$ cat src/rtl/serial_comparator_ctrl.sv
// Serial magnitude comparator: steps one 2-bit compare slice across two WIDTH-bit operands, MSB first, with early exit.
// Optional SERIAL_CMP_SIGNED_EN: treat operands as two's complement (MSB slice sign bits inverted).
module serial_comparator_ctrl #(
    parameter int WIDTH = 8
) (
    input  logic             clk,
    input  logic             rst_n,
    input  logic             in_valid,
    output logic             in_ready,
    input  logic [WIDTH-1:0] a,
    input  logic [WIDTH-1:0] b,
    output logic             out_valid,
    input  logic             out_ready,
    output logic             a_gt_b,
    output logic             a_eq_b,
    output logic             a_lt_b,
    output logic             busy
);

    localparam int NSLICE = WIDTH / 2;
    localparam int IW     = (NSLICE > 1) ? $clog2(NSLICE) : 1;

    typedef enum logic [1:0] {
        IDLE,
        CMP,
        DONE
    } state_t;

    state_t           state_q, state_d;
    logic [WIDTH-1:0] a_q, a_d;
    logic [WIDTH-1:0] b_q, b_d;
    logic [IW-1:0]    idx_q, idx_d;
    logic             gt_q, gt_d;
    logic             eq_q, eq_d;
    logic             lt_q, lt_d;
    logic [1:0]       sa, sb;

    // The current slice always sits in the top two bits of the shift registers.
    always_comb begin
        sa = a_q[WIDTH-1 -: 2];
        sb = b_q[WIDTH-1 -: 2];
`ifdef SERIAL_CMP_SIGNED_EN
        if (idx_q == IW'(NSLICE - 1)) begin
            sa[1] = ~sa[1];
            sb[1] = ~sb[1];
        end
`endif
    end

    always_comb begin
        state_d = state_q;
        a_d     = a_q;
        b_d     = b_q;
        idx_d   = idx_q;
        gt_d    = gt_q;
        eq_d    = eq_q;
        lt_d    = lt_q;
        case (state_q)
            IDLE: begin
                if (in_valid) begin
                    a_d     = a;
                    b_d     = b;
                    idx_d   = IW'(NSLICE - 1);
                    state_d = CMP;
                end
            end
            CMP: begin
                if (sa != sb) begin
                    gt_d    = (sa > sb);
                    lt_d    = (sa < sb);
                    eq_d    = 1'b0;
                    state_d = DONE;
                end else if (idx_q == '0) begin
                    gt_d    = 1'b0;
                    lt_d    = 1'b0;
                    eq_d    = 1'b1;
                    state_d = DONE;
                end else begin
                    a_d   = a_q << 2;
                    b_d   = b_q << 2;
                    idx_d = idx_q - 1'b1;
                end
            end
            DONE: begin
                if (out_ready) begin
                    gt_d    = 1'b0;
                    eq_d    = 1'b0;
                    lt_d    = 1'b0;
                    state_d = IDLE;
                end
            end
            default: state_d = IDLE;
        endcase
    end

    always_ff @(posedge clk) begin
        if (!rst_n) begin
            state_q <= IDLE;
            a_q     <= '0;
            b_q     <= '0;
            idx_q   <= '0;
            gt_q    <= 1'b0;
            eq_q    <= 1'b0;
            lt_q    <= 1'b0;
        end else begin
            state_q <= state_d;
            a_q     <= a_d;
            b_q     <= b_d;
            idx_q   <= idx_d;
            gt_q    <= gt_d;
            eq_q    <= eq_d;
            lt_q    <= lt_d;
        end
    end

    assign in_ready  = (state_q == IDLE);
    assign busy      = (state_q != IDLE);
    assign out_valid = (state_q == DONE);
    assign a_gt_b    = gt_q;
    assign a_eq_b    = eq_q;
    assign a_lt_b    = lt_q;

endmodule

$ cat config.mk
export PLATFORM = sky130hd
export DESIGN_NAME = serial_comparator_ctrl
export DESIGN_NICKNAME = d
export VERILOG_FILES = /design/src/rtl/serial_comparator_ctrl.sv
export SDC_FILE = /design/constraint.sdc
export NUM_CORES = 1
export LEC_CHECK = 0
export ABC_AREA = 0
export BUFFER_PORTS_ARGS = -buffer_cell sky130_fd_sc_hd__buf_2
export CORE_MARGIN = 5
export CORE_UTILIZATION = 40
export CTS_CLUSTER_DIAMETER = 30
export DETAILED_ROUTE_END_ITERATION = 10
export PLACE_DENSITY = 0.72
export SKIP_LAST_GASP = 1
export SLEW_MARGIN = 20
export SYNTH_ARGS = -nofsm -noshare
export SYNTH_HDL_FRONTEND = slang
export SYNTH_SLANG_ARGS = --single-unit
$ cat constraint.sdc
create_clock -name clk -period 3.8 [get_ports clk]
set_input_delay 0.19 -clock clk [delete_from_list [all_inputs] [get_ports clk]]
set_output_delay 0.19 -clock clk [all_outputs]
set_load 0.02 [all_outputs]
Word-level counts from Yosys, hierarchy flattened
Cells that the tools add are included.
{ "totals": {"inputBits": 20, "out_inout_bits": 6, "regBits": 23, "word_cells": 52} }
{ "classes": {"mux": 26, "addsub": 1, "reduce_logical": 8, "magnitude_cmp": 2, "n_eq_ne": 8} }
{ "op_table": {"columns": ["cell", "n"], "rows": [
  ["$mux W8", 6],
  ["$pmux W8 S2", 2],
  ["$mux W2", 7],
  ["$mux W1", 6],
  ["$ne A2 B2 Y1 const B", 3],
  ["$pmux W1 S2", 3],
  ["$pmux W2 S3", 1],
  ["$reduce_and A3 Y1", 2],
  ["$reduce_bool A2 Y1", 3],
  ["$logic_not A2 Y1", 2],
  ["$pmux W2 S2", 1],
  ["$reduce_and A4 Y1", 1],
  ["$ne A3 B3 Y1 const B", 1],
  ["$eq A2 B1 Y1 const B", 1],
  ["$eq A2 B2 Y1 const B", 1],
  ["$gt A2 B2 Y1", 1],
  ["$lt A2 B2 Y1", 1],
  ["$ne A2 B1 Y1 const B", 1],
  ["$ne A2 B2 Y1", 1],
  ["$sub A2 B1 Y2 const B", 1]
]} }

Longest topological paths before layout
Gate-level depths: netlist of run 1.
{ "logic_depth": {"word_depth": 4, "depth_mapped": 7} }

Worst setup path before layout of run 1
No wires, ideal clock.
{ "synth_timing": {"kind": "register -> register", "start": "reg b_q[7]", "end": "reg lt_q, in the netlist a_lt_b", "stages_incl_launch_ff": 6, "synth_period_minus_slack_ps": 1543, "arrival_time_ps": 1420, "setup_time_ps": 123, "n_path_buf": 0, "required_ps": 3677, "slack_ps": 2257, "path_cell_list": "dfxtp_1 > inv_1 > ha_1 > and3b_1 > o2bb2ai_2 > mux2_1"} }
{ "synth_between": {"elab_chain_cells": 3, "word_cells_on_any_way": 6, "classes_between": "order compare (1); eq/ne (2); mux (2); reduce/logical (1)"} }
{ "synth_lines": {"columns": ["element", "line_no", "source"], "rows": [
  ["start: declaration", "31", "logic [WIDTH-1:0] b_q, b_d;"],
  ["start signal: assignment", "100", "b_q <= '0;"],
  ["start signal: assignment", "108", "b_q <= b_d;"],
  ["$lt A2 B2 Y1 or $ne A2 B2 Y1 (tied branches)", "70, 68", null],
  ["$mux W1 or $ne A3 B3 Y1 (tied branches)", null, null],
  ["$pmux W1 S2 or $reduce_and A3 Y1 (tied branches)", null, null],
  ["end signal: assignment", "112", "lt_q <= lt_d;"],
  ["end: declaration", "35", "logic lt_q, lt_d;"]
]} }
Parallel ways exist; a longest one is shown, timed or not.
A chain may end at the register's enable or synchronous reset.

Worst setup path after layout of run 1
{ "layout_timing": {"start": "reg b_q[7]", "end": "reg a_q[5]"} }
{ "layout_between": {"elab_chain_cells": 3} }
{ "layout_lines": {"columns": ["element", "line_no", "source"], "rows": [
  ["$ne A2 B2 Y1", "68", "if (sa != sb) begin"],
  ["$ne A2 B2 Y1 (no line)", null, null],
  ["$reduce_and A4 Y1 (no line)", null, null],
  ["end signal: assignment", "99", "a_q <= '0;"],
  ["end signal: assignment", "107", "a_q <= a_d;"],
  ["end: declaration", "30", "logic [WIDTH-1:0] a_q, a_d;"]
]} }
No other way between the ends.

==> metrics.txt, run 1 <==
vias just under 1000; Final Critical Period 1.83 ns; Final Slew Violations 0; Slew HR 54.0%; die height 65.3 µm; Peak VDD IR around 0.00017 V; Initial Util 41.0%; GRT Total Usage 12.3%; CTS tree yes; number of port buffers 25; f_max 548 MHz; Post-Syn Instances 129; gp weighted congestion around 0.8; critical-path cell list inv_1, ha_1, nand4b_4, a21o_1, mux2i_1; hold path endpoint b_q[1]; Post-synth EDFFs 0; total CTS buffers 3; initial antenna violation count 0; Worst Setup End Kind register; setup repair bufs after CTS 0; syn_nets 152; Max Clock Skew ~0.0022 ns; FF-to-FF Start b_q[7]; CP max stage delay 0.58 ns; max cap viols 0; Reg clk slew, reported paths 0.13 ns; area share of the largest cell type after synthesis a little under two fifths; min-delay src b[1]; crit share post-route 48.0%; row count 20; Synth Register Bits 23; Antenna Nets Post-Route 0; Critical Path AT 2.07 ns; end of the worst register-to-register path a_q[5]; placed cell areas 0.00133 mm²; Avg Cell Area, Syn 9.47 µm²; vias in the first global route 994; CP Max Fanout 15; Remaining DRCs 0; total grt overflow 0; DR pass1 iterations 4; Root Buffer clkbuf_4; delay-heaviest family, CP compound AO/OA/AOI/OAI gates; share of post-route cells with drive strength above 1 24.7%; Final Hold Viols 0; CTS Buffer Depth 2; Post-CTS Resized 0; cts-stage hold buffer count 0; leakage power just under 0.6 nW; hpwl dp 1790 µm; Ant. Diodes 0; initial DRC count 49; number of synthesis warnings 0; Synth area leader dfxtp_1; Buf/Inv on CP 1; vias per cell between 5 and 6; CP max-delay cell a21o_1; htree depth 1; total core area 0.00298 mm²; Min Hold Slack roughly 0.16 ns; ys flop type dfxtp_1; R2R depth 5; crit path launch type register; first-pass GRT wire length 4200 µm; fillers 282; hold depth 3; post-route cell area 0.00135 mm²; synth top area cells dfxtp_1 38%, mux2i_1 9.0%, o211ai_1 6.1%; CP Class reg -> reg; Netlist cell types 39; status completed; Async SR Flop Fraction 0%; worst slew pin tran 0.690 ns; RSZ-0062 raised after global routing false; Sink Count 23; Hold Path Class in -> reg; PwrDens 423 mW/mm²; nets 174; post-route setup TNS 0 ns; IO Pins 26; P&R area growth vs syn 10.8%; largest net degree at the start of global routing 28; die area 0.00426 mm²; Setup Viol. Count Final 0; Cell Area, Synth 0.00122 mm²; drt wl/cell 12.8 µm; Seq/Total Area, Yosys 37.7%; R2R Setup Slk 1.97 ns; Clock Latency Late Sink 0.31 ns; Die Width 65.3 µm; Critical Path RT 4.05 ns; final WL 2340 µm
==> layout make-up <==
type / instances / area [µm²] / area share (%)
Sequential cell: 23 / 460 / 34.0
Timing Repair Buffer: 26 / 133 / 9.81
Clock buffer: 3 / 22.5 / 1.67
Multi-Input combinational cell: 90 / 664 / 49.1
Tap cell: 33 / 41.3 / 3.05
Clock inverter: 1 / 5.00 / 0.370
Inverter: 7 / 26.3 / 1.94
==> sequential cells by signal, indices dropped and copies added (netlist names) <==
name / cells
a_q: 8
b_q: 8
idx_q: 2
state_q: 2
a_eq_b: 1
a_gt_b: 1
a_lt_b: 1
==> worst register-to-register path: stages (launching register included) <==
cell and delay, ns:
dfxtp_1 0.33, inv_1 0.05, ha_1 0.36, nand4b_4 0.17, a21o_1 0.59, mux2i_1 0.26
==> report_power, final <==
| part | switching, mW | internal [mW] |
|---|---|---|
| Sequential | 0.0175 | 0.269 |
| Combinational | 0.0942 | 0.0772 |
| Clock | 0.0748 | 0.0393 |
| Total | 0.187 | 0.386 |
==> Yosys cell counts (2+ instances only) <==
cell	n
mux2_2	2
ha_1	3
nand2_1	13
a211oi_1	4
buf_6	2
inv_1	5
nor2_1	2
clkbuf_1	4
mux2i_1	11
nor2b_1	2
a21oi_1	4
a22oi_1	4
dfxtp_1	23
nand3_1	4
or2b_1	2
clkinv_1	2
nand2b_1	11
o211ai_1	10
==> cells by family (layout without fill, tap and decap cells) <==
logic type	count (synthesis)	after routing	share of synthesized area, %
compound gates	31	31	19.7
fa+ha+maj	3	3	3.07
buf+inv	16	37	7.89
flops	23	23	37.7
mux	14	14	11.8
simple gates	42	42	19.9
==> stage by stage <==
stage / util, % / total power, mW / cells / setup WS [ns]
6_report: 45.4 / 0.573 / 183 / 1.97
3_5_place_dp: 44.5 / 0.465 / 179 / 1.99
3_3_place_gp: 44.5 / 0.458 / 179 / 2.06
5_1_grt: 45.4 / 0.614 / 183 / 1.86
4_1_cts: 45.4 / 0.579 / 183 / 1.96
2_1_floorplan: - / 0.436 / 129 / 2.26
==> placed cells by master (no fill, tap or decap), types with 3 or more instances in the layout <==
| cell | n |
|---|---|
| buf_2 | 25 |
| dfxtp_1 | 23 |
| nand2_1 | 13 |
| nand2b_1 | 11 |
| mux2i_1 | 11 |
| o211ai_1 | 10 |
| inv_1 | 5 |
| nand3_1 | 4 |
| a22oi_1 | 4 |
| a21oi_1 | 4 |
| a211oi_1 | 4 |
| ha_1 | 3 |
| clkbuf_4 | 3 |
==> worst max path at each step <==
stage | start | to | slack, ns | cells past startpoint
after global placement | a_q[6] | a_q[2] | 2.06 | 5
after CTS | b_q[7] | idx_q[1] | 1.96 | 5
after floorplan | b_q[7] | a_lt_b | 2.26 | 5
final | b_q[7] | a_q[5] | 1.97 | 5
after global routing | b_q[7] | idx_q[1] | 1.86 | 5
after detailed placement | b_q[7] | idx_q[1] | 1.99 | 5
==> layer usage <==
layer,share of wire [%],global-route usage [%]
met3,4.2,2.56
met5,0,0
met4,3.0,6.48
met1,42,14.3
met2,51,21.2
Power figures use the tool's default switching activity.
==> run 2, diff against run 1 <==
==> constraint.sdc (replaced) <==
create_clock -name clk -period 1.8 [get_ports clk]
set_input_delay 0.09 -clock clk [delete_from_list [all_inputs] [get_ports clk]]
set_output_delay 0.09 -clock clk [all_outputs]
set_load 0.02 [all_outputs]
==> metrics.txt, run 2 (synthesis results as in run 1) <==
DR pass1 iterations 5; R2R Setup Slk 0.11 ns; Die Width around 65 µm; Max Clock Skew 0.00363 ns; share of post-route cells with drive strength above 1 between 20% and 30%; post-route setup slack roughly 0.11 ns; drt wl/cell 14.0 µm; Reg clk slew, reported paths 0.13 ns; final WL 2650 µm; largest net degree at the start of global routing 21; Place WS 0.0263 ns; most common cell after layout, fill and taps aside buf_2; Reg area 460 µm²; hold depth 3; status completed; vias 1033; Critical Path RT just over 2 ns; Sink Count 23; Peak VDD IR 0.000332 V; FF-to-FF Start a_q[6]; max cap viols 0; f_max 593 MHz; R2R depth 5; initial DRC count 33; Remaining DRCs 0; crit share post-route 93.7%; Ant. Diodes 0; first-pass GRT wire length between 4000 and 5000 µm; most frequent cells in the layout 25 x buf_2, 23 x dfxtp_1, 13 x nand2_1, 11 x nand2b_1, 11 x mux2i_1; nets 180; min-delay src a[1]; total core area 0.00298 mm²; total grt overflow 0; footprint of the multi-input gates 672 µm²; Worst Setup End Kind register; die area 0.00426 mm²; Final Slew Violations 0; RSZ-0062 raised after global routing false; hold path endpoint a_q[1]; leakage power 0.607 nW; end of the worst register-to-register path a_lt_b; Initial Util 41.0%; Hold Path Class in -> reg; gp weighted congestion ~0.84; vias in the first global route 1038; Slew HR 65.1%; total CTS buffers 3; IO Pins 26; fillers about 290; Final Critical Period 1.69 ns; crit path launch type register; CTS tree yes; hpwl dp 2050 µm; GRT Total Usage 13.1%; CP Max Fanout 5; die height 65.3 µm; CTS Buffer Depth 2; vias per cell roughly 5.5; Top Registers a_q: 8 flops, b_q: 8 flops; Critical Path AT roughly 1.9 ns; P&R area growth vs syn 15.0%; worst slew pin tran 0.523 ns; post-route setup TNS 0 ns; Final Hold Viols 0; initial antenna violation count 0; row count 20; Setup Viol. Count Final 0; number of port buffers 25; Clock Latency Late Sink 0.32 ns; Root Buffer clkbuf_4; CP Class reg -> reg; Antenna Nets Post-Route 0; PwrDens around 890 mW/mm²; htree depth 1; setup repair bufs after CTS 0
-- run 2: cell count changes in the layout (fill, tap and decap cells not counted), sizes merged --
cell    delta
clkinv     -1
clkbuf     +1
buf        +6
-- run 2: worst max-delay path by stage --
stage	startpoint	to	slack, ns
3_5_place_dp	a_q[6]	b_q[4]	0.03
3_3_place_gp	b_q[7]	b_q[5]	0.16
5_1_grt	a_q[6]	a_q[5]	0.005
2_1_floorplan	b_q[7]	a_lt_b	0.26
6_report	a_q[6]	a_lt_b	0.11
4_1_cts	a_q[6]	b_q[4]	0.09
-- run 2: final cells by class --
class	count	share of cell area [%]
inverters	7	1.87
clock buffers	4	1.87
repair buffers	32	12.7
well taps	33	2.94
multi-input cells	90	47.9
flip-flops and latches	23	32.8
-- run 2: what timing repair did --
action,CTS,global route
gates resized for setup,1,1
hold buffers,0,0
gates cloned,0,0
endpoints found under the setup margin,1,1
-- run 2: report_power, final --
part,switching (mW),total [mW],internal [mW]
registers,0.0344,0.603,0.569
clock network,0.160,0.246,0.0869
logic,0.214,0.396,0.182
total,0.408,1.25,0.837
-- run 2: critical path, stage by stage (launching register included) --
cell	delay (ns)
dfxtp_1	0.34
inv_1	0.06
ha_1	0.37
and3b_1	0.24
o2bb2ai_2	0.22
mux2_1	0.34
-- run 2: per-stage QoR --
step	utilization (%)	hold WS (ns)	cell area [µm²]	std cells	power [mW]
floorplan	-	0.285	1220	129	0.920
global placement	46.0	0.382	1370	185	0.986
detailed placement	46.0	0.392	1370	185	1.01
CTS	46.9	0.0596	1400	189	1.24
global route	47.1	0.0693	1400	189	1.32
finish	47.1	0.0538	1400	189	1.25
-- run 2: metal layers --
metal,part of all wire [%],vias up,global-route usage (%)
li1,-,518,-
met2,51,19,23.8
met5,0,-,0
met1,43,488,14.4
met3,4.7,8,3.59
met4,1.8,0,4.66
==> run 3, diff against run 2 <==
--- a/config.mk
+++ b/config.mk
@@ -12,6 +12,7 @@
 export CTS_CLUSTER_DIAMETER = 30
 export DETAILED_ROUTE_END_ITERATION = 10
 export PLACE_DENSITY = 0.72
+export RECOVER_POWER = 100
 export SKIP_LAST_GASP = 1
 export SLEW_MARGIN = 20
 export SYNTH_ARGS = -nofsm -noshare
==> metrics.txt, run 3 (synthesis results as in run 1) <==
largest net degree at the start of global routing 21; Remaining DRCs 0; status completed; Peak VDD IR roughly 0.00033 V; Reg clk slew, reported paths 0.13 ns; Max Clock Skew 0.00363 ns; row count 20; total core area 0.00298 mm²; P&R area growth vs syn 14.7%; hpwl dp 2050 µm; leakage power just under 0.6 nW; Clock Latency Late Sink 0.32 ns; Final Slew Violations 0; final WL 2650 µm; internal power between 0.8 and 0.9 mW; fin cells roughly 190; RSZ-0062 raised after global routing false; Worst Setup End Kind register; initial DRC count 33; worst slew pin tran between 0.5 and 0.6 ns; switching share of power 32.8%; most frequent cells in the layout 23 x dfxtp_1, 22 x buf_2, 13 x nand2_1, 11 x nand2b_1, 11 x mux2i_1; Initial Util 41.0%; Buf/Inv on CP 1; htree depth 1; Slew HR about 65%; number of port buffers 25; clock power share between 10% and 20%; Antenna Nets Post-Route 0; sequential power share 48.5%; gp weighted congestion 0.836; Top Registers a_q: 8 flops, b_q: 8 flops; Critical Path AT 1.90 ns; max cap viols 0; cts-stage hold buffer count 0; first-pass GRT wire length 4480 µm; PwrDens 889 mW/mm²; Core Util, Final 47.0%; initial antenna violation count 0; Critical Path RT 2.02 ns; share of post-route cells with drive strength above 1 roughly 26%; placed cell count approximately 190; CP Max Fanout 5; die area 0.00426 mm²; Die Width approximately 65 µm; delay-heaviest family, CP adder cells; IO Pins 26; GRT Total Usage around an eighth; total grt overflow 0; die height roughly 65 µm; Ant. Diodes 0; CP max-delay cell ha_1; DR pass1 iterations 5; crit share post-route 93.3%; Setup Viol. Count Final 0; Root Buffer clkbuf_4; post-route cell area around 0.0014 mm²; CTS tree yes; Hold Path Class in -> reg; Final Hold Viols 0; Sink Count 23; vias 1033; drt wl/cell 14.0 µm; f_max 595 MHz; CTS Buffer Depth 2; crit path launch type register; most common cell after layout, fill and taps aside dfxtp_1; sw power 0.408 mW; Comb pwr share 31.7%; CP max stage delay 0.37 ns; post-route setup TNS 0 ns; total CTS buffers 3; nets between 150 and 200; Power, Total 1.24 mW; placed cell areas 0.00137 mm²; vias per cell 5.47; critical-path cell list inv_1, ha_1, and3b_1, o2bb2ai_2, mux2_1; CP Class reg -> reg; vias in the first global route roughly 1000; Final Critical Period 1.68 ns
==> run 3: cell types whose count changed in the layout (fill, tap and decap cells not counted) <==
cell and change:
clkbuf_1 +3, buf_2 -3
==> run 3: power by group through the flow <==
stage	registers [mW]	clock network, mW	logic (mW)
finish	0.603	0.246	0.394
global route	0.611	0.269	0.437
CTS	0.603	0.247	0.394
detailed placement	0.615	0	0.391
global placement	0.610	0	0.375
floorplan	0.608	0	0.312
==> run 3: layout make-up <==
class	instances	area [µm²]
timing repair buffer	32	174
inverter	7	26.3
sequential	23	460
tap	33	41.3
multi-input combinational	90	672
fill	293	1580
clock buffer	4	26.3
==> run 3: what timing repair did <==
item / in CTS / in global routing
setup buffers: 0 / 0
resized for setup: 1 / 1
setup endpoints to repair: 1 / 1
==> run 3: worst register-to-register path, cell delays in order, from the launching register on <==
cell       delay [ns]
dfxtp_1          0.34
inv_1            0.06
ha_1             0.37
and3b_1          0.24
o2bb2ai_2        0.22
mux2_1           0.34
==> run 3: stage by stage <==
stage,worst slack [ns],hold WS (ns)
2_1_floorplan,0.257,0.285
3_3_place_gp,0.163,0.382
3_5_place_dp,0.0263,0.392
4_1_cts,0.0868,0.0596
5_1_grt,0.00454,0.0693
6_report,0.120,0.0538
==> run 3: path summary, 6_finish.rpt <==
check | cells past startpoint | end | start | slack, ns
min reg2reg | 2 | b_q[5] | b_q[5] | 0.47
max reg2reg | 5 | a_lt_b | a_q[6] | 0.12
max | 5 | a_lt_b | a_q[6] | 0.12
min | 3 | a_q[1] | a[1] | 0.05
==> run 3: metal layers <==
layer | wire, µm | global-route usage, %
met3 | 124 | 3.59
met1 | 1140 | 14.4
met2 | 1340 | 23.8
met5 | 0 | 0
met4 | 48 | 4.66
